## src/rtl/cpu_run_controller_if.sv

```systemverilog
// Run-control bundle between the board debug logic (master) and the
// 6502 RDY sequencer (slave).
interface cpu_run_controller_if;
  logic        run_req;
  logic        halt_req;
  logic        step_req;
  logic        bp_enable;
  logic [15:0] bp_addr;
  logic [15:0] cpu_addr;
  logic        cnt_clr;
  logic        cpu_rdy;
  logic [1:0]  state;
  logic        bp_hit;
  logic [31:0] cycle_count;

  modport master (
    output run_req, halt_req, step_req, bp_enable, bp_addr, cpu_addr, cnt_clr,
    input  cpu_rdy, state, bp_hit, cycle_count
  );

  modport slave (
    input  run_req, halt_req, step_req, bp_enable, bp_addr, cpu_addr, cnt_clr,
    output cpu_rdy, state, bp_hit, cycle_count
  );
endinterface

```

## src/rtl/cpu_run_controller.sv

```systemverilog
// Drives the 6502 RDY line: run at a divided rate, halt, single-step and
// stop before the CPU executes a cycle presenting the breakpoint address.
module cpu_run_controller #(
  parameter int unsigned DIVIDER      = 12_500_000,
  parameter int unsigned DIV_W        = 24,
  parameter bit          RUN_ON_RESET = 1'b1
) (
  input  logic                clk,
  input  logic                rst_n,
  cpu_run_controller_if.slave bus
);

  typedef enum logic [1:0] {
    ST_HALT = 2'd0,
    ST_RUN  = 2'd1,
    ST_STEP = 2'd2,
    ST_BRK  = 2'd3
  } state_e;

  localparam state_e           RESET_STATE = RUN_ON_RESET ? ST_RUN : ST_HALT;
  localparam logic [DIV_W-1:0] DIV_LAST    = DIV_W'(DIVIDER - 1);

  state_e           state_q, state_d;
  logic [DIV_W-1:0] div_q, div_d;
  logic             skip_q, skip_d;
  logic             rdy_q, rdy_d;
  logic             hit_q, hit_d;
  logic             from_brk_q, from_brk_d;
  logic [31:0]      cnt_q, cnt_d;

  logic tick;
  logic bp_match;

  assign tick     = (div_q == DIV_LAST);
  assign bp_match = bus.bp_enable && (bus.cpu_addr == bus.bp_addr) && !skip_q;

  always_comb begin
    state_d    = state_q;
    div_d      = div_q;
    skip_d     = skip_q;
    rdy_d      = 1'b0;
    hit_d      = 1'b0;
    from_brk_d = from_brk_q;
    // The count reflects RDY as the CPU saw it at this edge.
    cnt_d      = bus.cnt_clr ? 32'd0 : cnt_q + {31'd0, rdy_q};

    unique case (state_q)
      ST_HALT: begin
        if (bus.halt_req) begin
          state_d = ST_HALT;
        end else if (bus.step_req) begin
          state_d    = ST_STEP;
          rdy_d      = 1'b1;
          from_brk_d = 1'b0;
        end else if (bus.run_req) begin
          state_d = ST_RUN;
          div_d   = '0;
        end
      end

      ST_RUN: begin
        // Once the CPU has consumed one enabled cycle it has moved off the
        // breakpoint address, so the breakpoint can be re-armed.
        if (rdy_q) begin
          skip_d = 1'b0;
        end
        if (bus.halt_req) begin
          state_d = ST_HALT;
          div_d   = '0;
        end else begin
          div_d = tick ? '0 : div_q + 1'b1;
          if (tick && bp_match) begin
            state_d = ST_BRK;
            hit_d   = 1'b1;
          end else begin
            rdy_d = tick;
          end
        end
      end

      ST_STEP: begin
        state_d = (bus.halt_req || !from_brk_q) ? ST_HALT : ST_BRK;
      end

      ST_BRK: begin
        if (bus.halt_req) begin
          state_d = ST_HALT;
        end else if (bus.step_req) begin
          state_d    = ST_STEP;
          rdy_d      = 1'b1;
          from_brk_d = 1'b1;
        end else if (bus.run_req) begin
          state_d = ST_RUN;
          div_d   = '0;
          skip_d  = 1'b1;
        end
      end

      default: begin
        state_d = RESET_STATE;
      end
    endcase
  end

  always_ff @(posedge clk or negedge rst_n) begin
    if (!rst_n) begin
      state_q    <= RESET_STATE;
      div_q      <= '0;
      skip_q     <= 1'b0;
      rdy_q      <= 1'b0;
      hit_q      <= 1'b0;
      from_brk_q <= 1'b0;
      cnt_q      <= 32'd0;
    end else begin
      state_q    <= state_d;
      div_q      <= div_d;
      skip_q     <= skip_d;
      rdy_q      <= rdy_d;
      hit_q      <= hit_d;
      from_brk_q <= from_brk_d;
      cnt_q      <= cnt_d;
    end
  end

  assign bus.cpu_rdy     = rdy_q;
  assign bus.state       = state_q;
  assign bus.bp_hit      = hit_q;
  assign bus.cycle_count = cnt_q;

endmodule
```

## src/flat_wrapper.sv

```systemverilog
// flat-port wrapper written by rule: the top's interface ports become plain ports
module cpu_run_controller_flat 
#(
  parameter int unsigned DIVIDER      = 12_500_000,
  parameter int unsigned DIV_W        = 24,
  parameter bit          RUN_ON_RESET = 1'b1
)
  (clk, rst_n, bus_run_req, bus_halt_req, bus_step_req, bus_bp_enable, bus_bp_addr, bus_cpu_addr, bus_cnt_clr, bus_cpu_rdy, bus_state, bus_bp_hit, bus_cycle_count);
  cpu_run_controller_if bus_i ();
  input  logic clk;
  input  logic rst_n;
  input wire logic [$bits(bus_i.run_req)-1:0] bus_run_req;
  input wire logic [$bits(bus_i.halt_req)-1:0] bus_halt_req;
  input wire logic [$bits(bus_i.step_req)-1:0] bus_step_req;
  input wire logic [$bits(bus_i.bp_enable)-1:0] bus_bp_enable;
  input wire logic [$bits(bus_i.bp_addr)-1:0] bus_bp_addr;
  input wire logic [$bits(bus_i.cpu_addr)-1:0] bus_cpu_addr;
  input wire logic [$bits(bus_i.cnt_clr)-1:0] bus_cnt_clr;
  output wire logic [$bits(bus_i.cpu_rdy)-1:0] bus_cpu_rdy;
  output wire logic [$bits(bus_i.state)-1:0] bus_state;
  output wire logic [$bits(bus_i.bp_hit)-1:0] bus_bp_hit;
  output wire logic [$bits(bus_i.cycle_count)-1:0] bus_cycle_count;
  assign bus_i.run_req = bus_run_req;
  assign bus_i.halt_req = bus_halt_req;
  assign bus_i.step_req = bus_step_req;
  assign bus_i.bp_enable = bus_bp_enable;
  assign bus_i.bp_addr = bus_bp_addr;
  assign bus_i.cpu_addr = bus_cpu_addr;
  assign bus_i.cnt_clr = bus_cnt_clr;
  assign bus_cpu_rdy = bus_i.cpu_rdy;
  assign bus_state = bus_i.state;
  assign bus_bp_hit = bus_i.bp_hit;
  assign bus_cycle_count = bus_i.cycle_count;
  cpu_run_controller #(.DIVIDER(DIVIDER), .DIV_W(DIV_W), .RUN_ON_RESET(RUN_ON_RESET)) u_core (.clk(clk), .rst_n(rst_n), .bus(bus_i));
endmodule
```

## config.mk

```make
export PLATFORM = sky130hd
export DESIGN_NAME = cpu_run_controller_flat
export DESIGN_NICKNAME = d
export VERILOG_FILES = /design/src/rtl/cpu_run_controller_if.sv /design/src/rtl/cpu_run_controller.sv /design/src/flat_wrapper.sv
export SDC_FILE = /design/constraint.sdc
export NUM_CORES = 1
export LEC_CHECK = 0
export ABC_AREA = 1
export BUFFER_PORTS_ARGS = -buffer_cell sky130_fd_sc_hd__buf_2
export CAP_MARGIN = 15
export CORE_MARGIN = 1
export CORE_UTILIZATION = 51
export CTS_CLUSTER_SIZE = 10
export DETAILED_ROUTE_END_ITERATION = 7
export GPL_TIMING_DRIVEN = 0
export HOLD_SLACK_MARGIN = 0.03
export PLACE_DENSITY = 0.76
export SYNTH_ARGS = -nofsm -noshare
export SYNTH_HDL_FRONTEND = slang
export SYNTH_SLANG_ARGS = --single-unit
```

## constraint.sdc

```tcl
create_clock -name clk -period 1.9 [get_ports clk]
set_clock_uncertainty 0.05 [all_clocks]
set_input_delay 0.095 -clock clk [delete_from_list [all_inputs] [get_ports clk]]
set_output_delay 0.095 -clock clk [all_outputs]
set_load 0.02 [all_outputs]
```

==> impl_metrics.yaml <==
grt:
  gr-total-overflow: 0
  antenna_found_initial: 0
  grt_pass1_wl_um: 18400
  grt_pass1_vias: 4091
  grt_max_degree: 30
  grtUsageTotal_pct: 27.3
setup_path:
  worstReg2RegEnd: "u_core.div_q[17]$_DFFE_PN0P_"
  reg2regPathDepth: 9
  cp-startpoint: "u_core.bus.state[0]$_DFFE_PN1P_"
  worstSetupStartpointType: "flip-flop"
  critPathKind: "reg2reg"
  r2r_setup_slack_ns: 0.0005
  required_ns: 2.08
  crit_chain: "inv_2 -> ha_4 -> nor2_4 -> a21boi_4 -> inv_4 -> buf_12 -> nand4_4 -> xor2_1 -> nor2_1"
  crit_arrival_ns: 2.08
  slowest_delay_ns: 0.55
  slowest_stage: "dfstp_2"
  crit_fanout: 5
  end_kind: "flip-flop"
  r2r_start: "u_core.bus.state[0]$_DFFE_PN1P_"
clock_tree:
  tritoncts: "done"
  cts_buffers: 9
  ctsLongestPathBuffers: 2
  clock-sinks: 62
  h-tree-depth: 3
  insertion_delay_ns: 0.34
  path_clk_slew_ns: 0.08
  root_buffer: "clkbuf_8"
cells_and_area:
  design_area_um2: 5170
  fill_cells: 686
  diodes: 0
  nets: 748
  fin_cells: 808
  syn_to_final_growth_pct: 23.8
  drive_above_1_share_pct: 23.9
die:
  fp.coreArea_um2: 7810
  rows: 32
  die_h_um: 92.5
  boundaryPins: 75
  dieArea_um2: 8560
  die_w_um: 92.5
  initial_core_util_pct: 53.5
run_status:
  status: "finished, final reports clean"
route:
  ant_nets: 0
  via_per_inst: 5.36
  routed_wl_um: 11300
  drtPass1Iterations: 5
  vias: 4331
  drc: 0
  first_iter_violations: 183
  routedWlPerCell_um: 14.0
sta:
  worstMarginPinSlew_ns: 0.576
  max_freq_mhz: 526
  setup_viol: 0
  layout_min_cycle_time_ns: 1.90
  timing.final.crit_share_pct: 100
  hold_viol: 0
  rsz0062_at_grt: "yes"
  slew_viol_final: 0
  relSlewSlack_pct: 61.6
  whs_ns: 0.0707
job:
  drv_cap: 0
logic_synthesis:
  synth.distinct_cells: 37
  synth_commonest_cells: "nand2_1 (131), inv_1 (95), nor2_1 (90)"
  avgSynthCellArea_um2: 6.98
  ys_ff_latch: 62
  synthArstFlopShare_pct: 100
  synthesis.area_um2: 4180
  ys_seq_area_share_pct: 37.1
  synth_top_area_cell: "dfrtp_1"
  synth-edff-count: 0
  netlist_instances: 599
  synth.most_common_cell: "nand2_1"
  ys_warn_count: 0
  synthFlopType: "dfrtp_1"
  synth_area_leaders: "dfrtp_1 (37%), nand2_1 (12%), inv_1 (8.5%), nor2_1 (8.1%), nand3_1 (4.1%)"
  synth_fp_nets: 645
  synth_top_area_share_pct: 36.5
hold_path:
  hold_class: "in2async"
pwr:
  comb_power_share_pct: 30.8
  vdd_drop_max_uv: 1010
  swShare_pct: 33.9
  power_frac_clock_pct: 30.5
  p_int_w: 0.00247
  pwr_density_cell_nw_per_um2: 722
  seqPwrFrac_pct: 38.7
  leakage_nw: 2.45
  p_sw_w: 0.00127
place:
  dp.final_hpwl_um: 8370
  postPlaceCellArea_um2: 4730
  gp_congestion: 1.00
  io_buffer_count: 73
  place_inst: 776
per-layer routing:
metal / wire, um / GRT usage (%) / vias up
met5: 0 / 0 / -
met4: 362 / 14.3 / 0
met3: 654 / 3.78 / 39
met2: 5530 / 46.2 / 178
met1: 4780 / 33.7 / 1982
li1: - / - / 2132
registers in the layout, summed over array words and instances, names as in the netlist:
signal,cells
u_core.from_brk_q,1
u_core.bus.state,2
u_core.bus.bp_hit,1
u_core.div_q,24
u_core.bus.cycle_count,32
u_core.skip_q,1
u_core.bus.cpu_rdy,1
how the worst max path moves through the flow:
stage                                                end  slack, ns
finish                      u_core.div_q[17]$_DFFE_PN0P_     0.0005
global route                u_core.div_q[17]$_DFFE_PN0P_      -0.08
CTS                 u_core.bus.cycle_count[22]$_DFF_PN0_      0.002
detailed placement          u_core.div_q[10]$_DFFE_PN0P_      -0.12
global placement             u_core.div_q[4]$_DFFE_PN0P_      -0.06
floorplan           u_core.bus.cycle_count[22]$_DFF_PN0_      0.005
placed cells by master (no fill, tap or decap), types with 12 or more instances in the layout:
master   count
nand2_1    129
inv_1       94
o21ai_0     19
nand4_1     20
nand3_1     33
a21oi_1     26
buf_2       74
xor2_1      12
dfrtp_1     61
buf_4       14
nor3_1      27
nor2_1      87
layout make-up:
type | count | area (um2) | area share (%)
clock inverters | 6 | 63.8 | 1.23
clock buffers | 9 | 124 | 2.39
plain buffers | 6 | 43.8 | 0.846
repair buffers | 92 | 558 | 10.8
inverters | 99 | 377 | 7.28
multi-input cells | 432 | 2330 | 45.0
well taps | 102 | 128 | 2.47
flip-flops and latches | 62 | 1550 | 30.0
through the flow:
step           total power, W  util, %  setup WS [ns]  TNS, ns
6_report              0.00373     66.3       0.000453        0
5_1_grt               0.00395     66.3        -0.0750   -0.397
4_1_cts               0.00359     64.3        0.00167        0
3_5_place_dp          0.00237     60.5         -0.125    -1.27
3_3_place_gp          0.00234     60.0        -0.0618   -0.574
2_1_floorplan         0.00209        -        0.00471        0
cells by family after synthesis:
family	count (synthesis)	synth area share, %
buffers and inverters	105	9.94
DFF	62	37.1
adders and majority gates	7	2.10
and+or+nand+nor	344	38.6
AOI/OAI and AO/OA	65	8.86
xor gates and xnor gates	16	3.35
power by group through the flow:
stage	Sequential [W]	Combinational [W]	Clock, W
6_report	0.00145	0.00115	0.00114
5_1_grt	0.00145	0.00128	0.00122
4_1_cts	0.00144	0.000996	0.00115
3_5_place_dp	0.00148	0.000896	0
3_3_place_gp	0.00147	0.000867	0
2_1_floorplan	0.00150	0.000587	0
worst max-delay path, delay by kind of cell (launching register included):
kind | cells | cell delay, ns
and+or+nand+nor | 3 | 0.17
DFF | 1 | 0.55
xor gates and xnor gates | 1 | 0.16
AOI/OAI and AO/OA | 1 | 0.26
buffers and inverters | 3 | 0.31
adders and majority gates | 1 | 0.30
timing repair:
action | CTS | global route
buffers inserted | 4 | 9
endpoints found under the hold margin | 64 | 0
gates cloned | 0 | 1
hold buffers | 3 | 0
resized for setup | 11 | 19
setup endpoints to repair | 25 | 32
pin swaps | 2 | 12
Note: power is estimated with default switching activity, not from simulation.
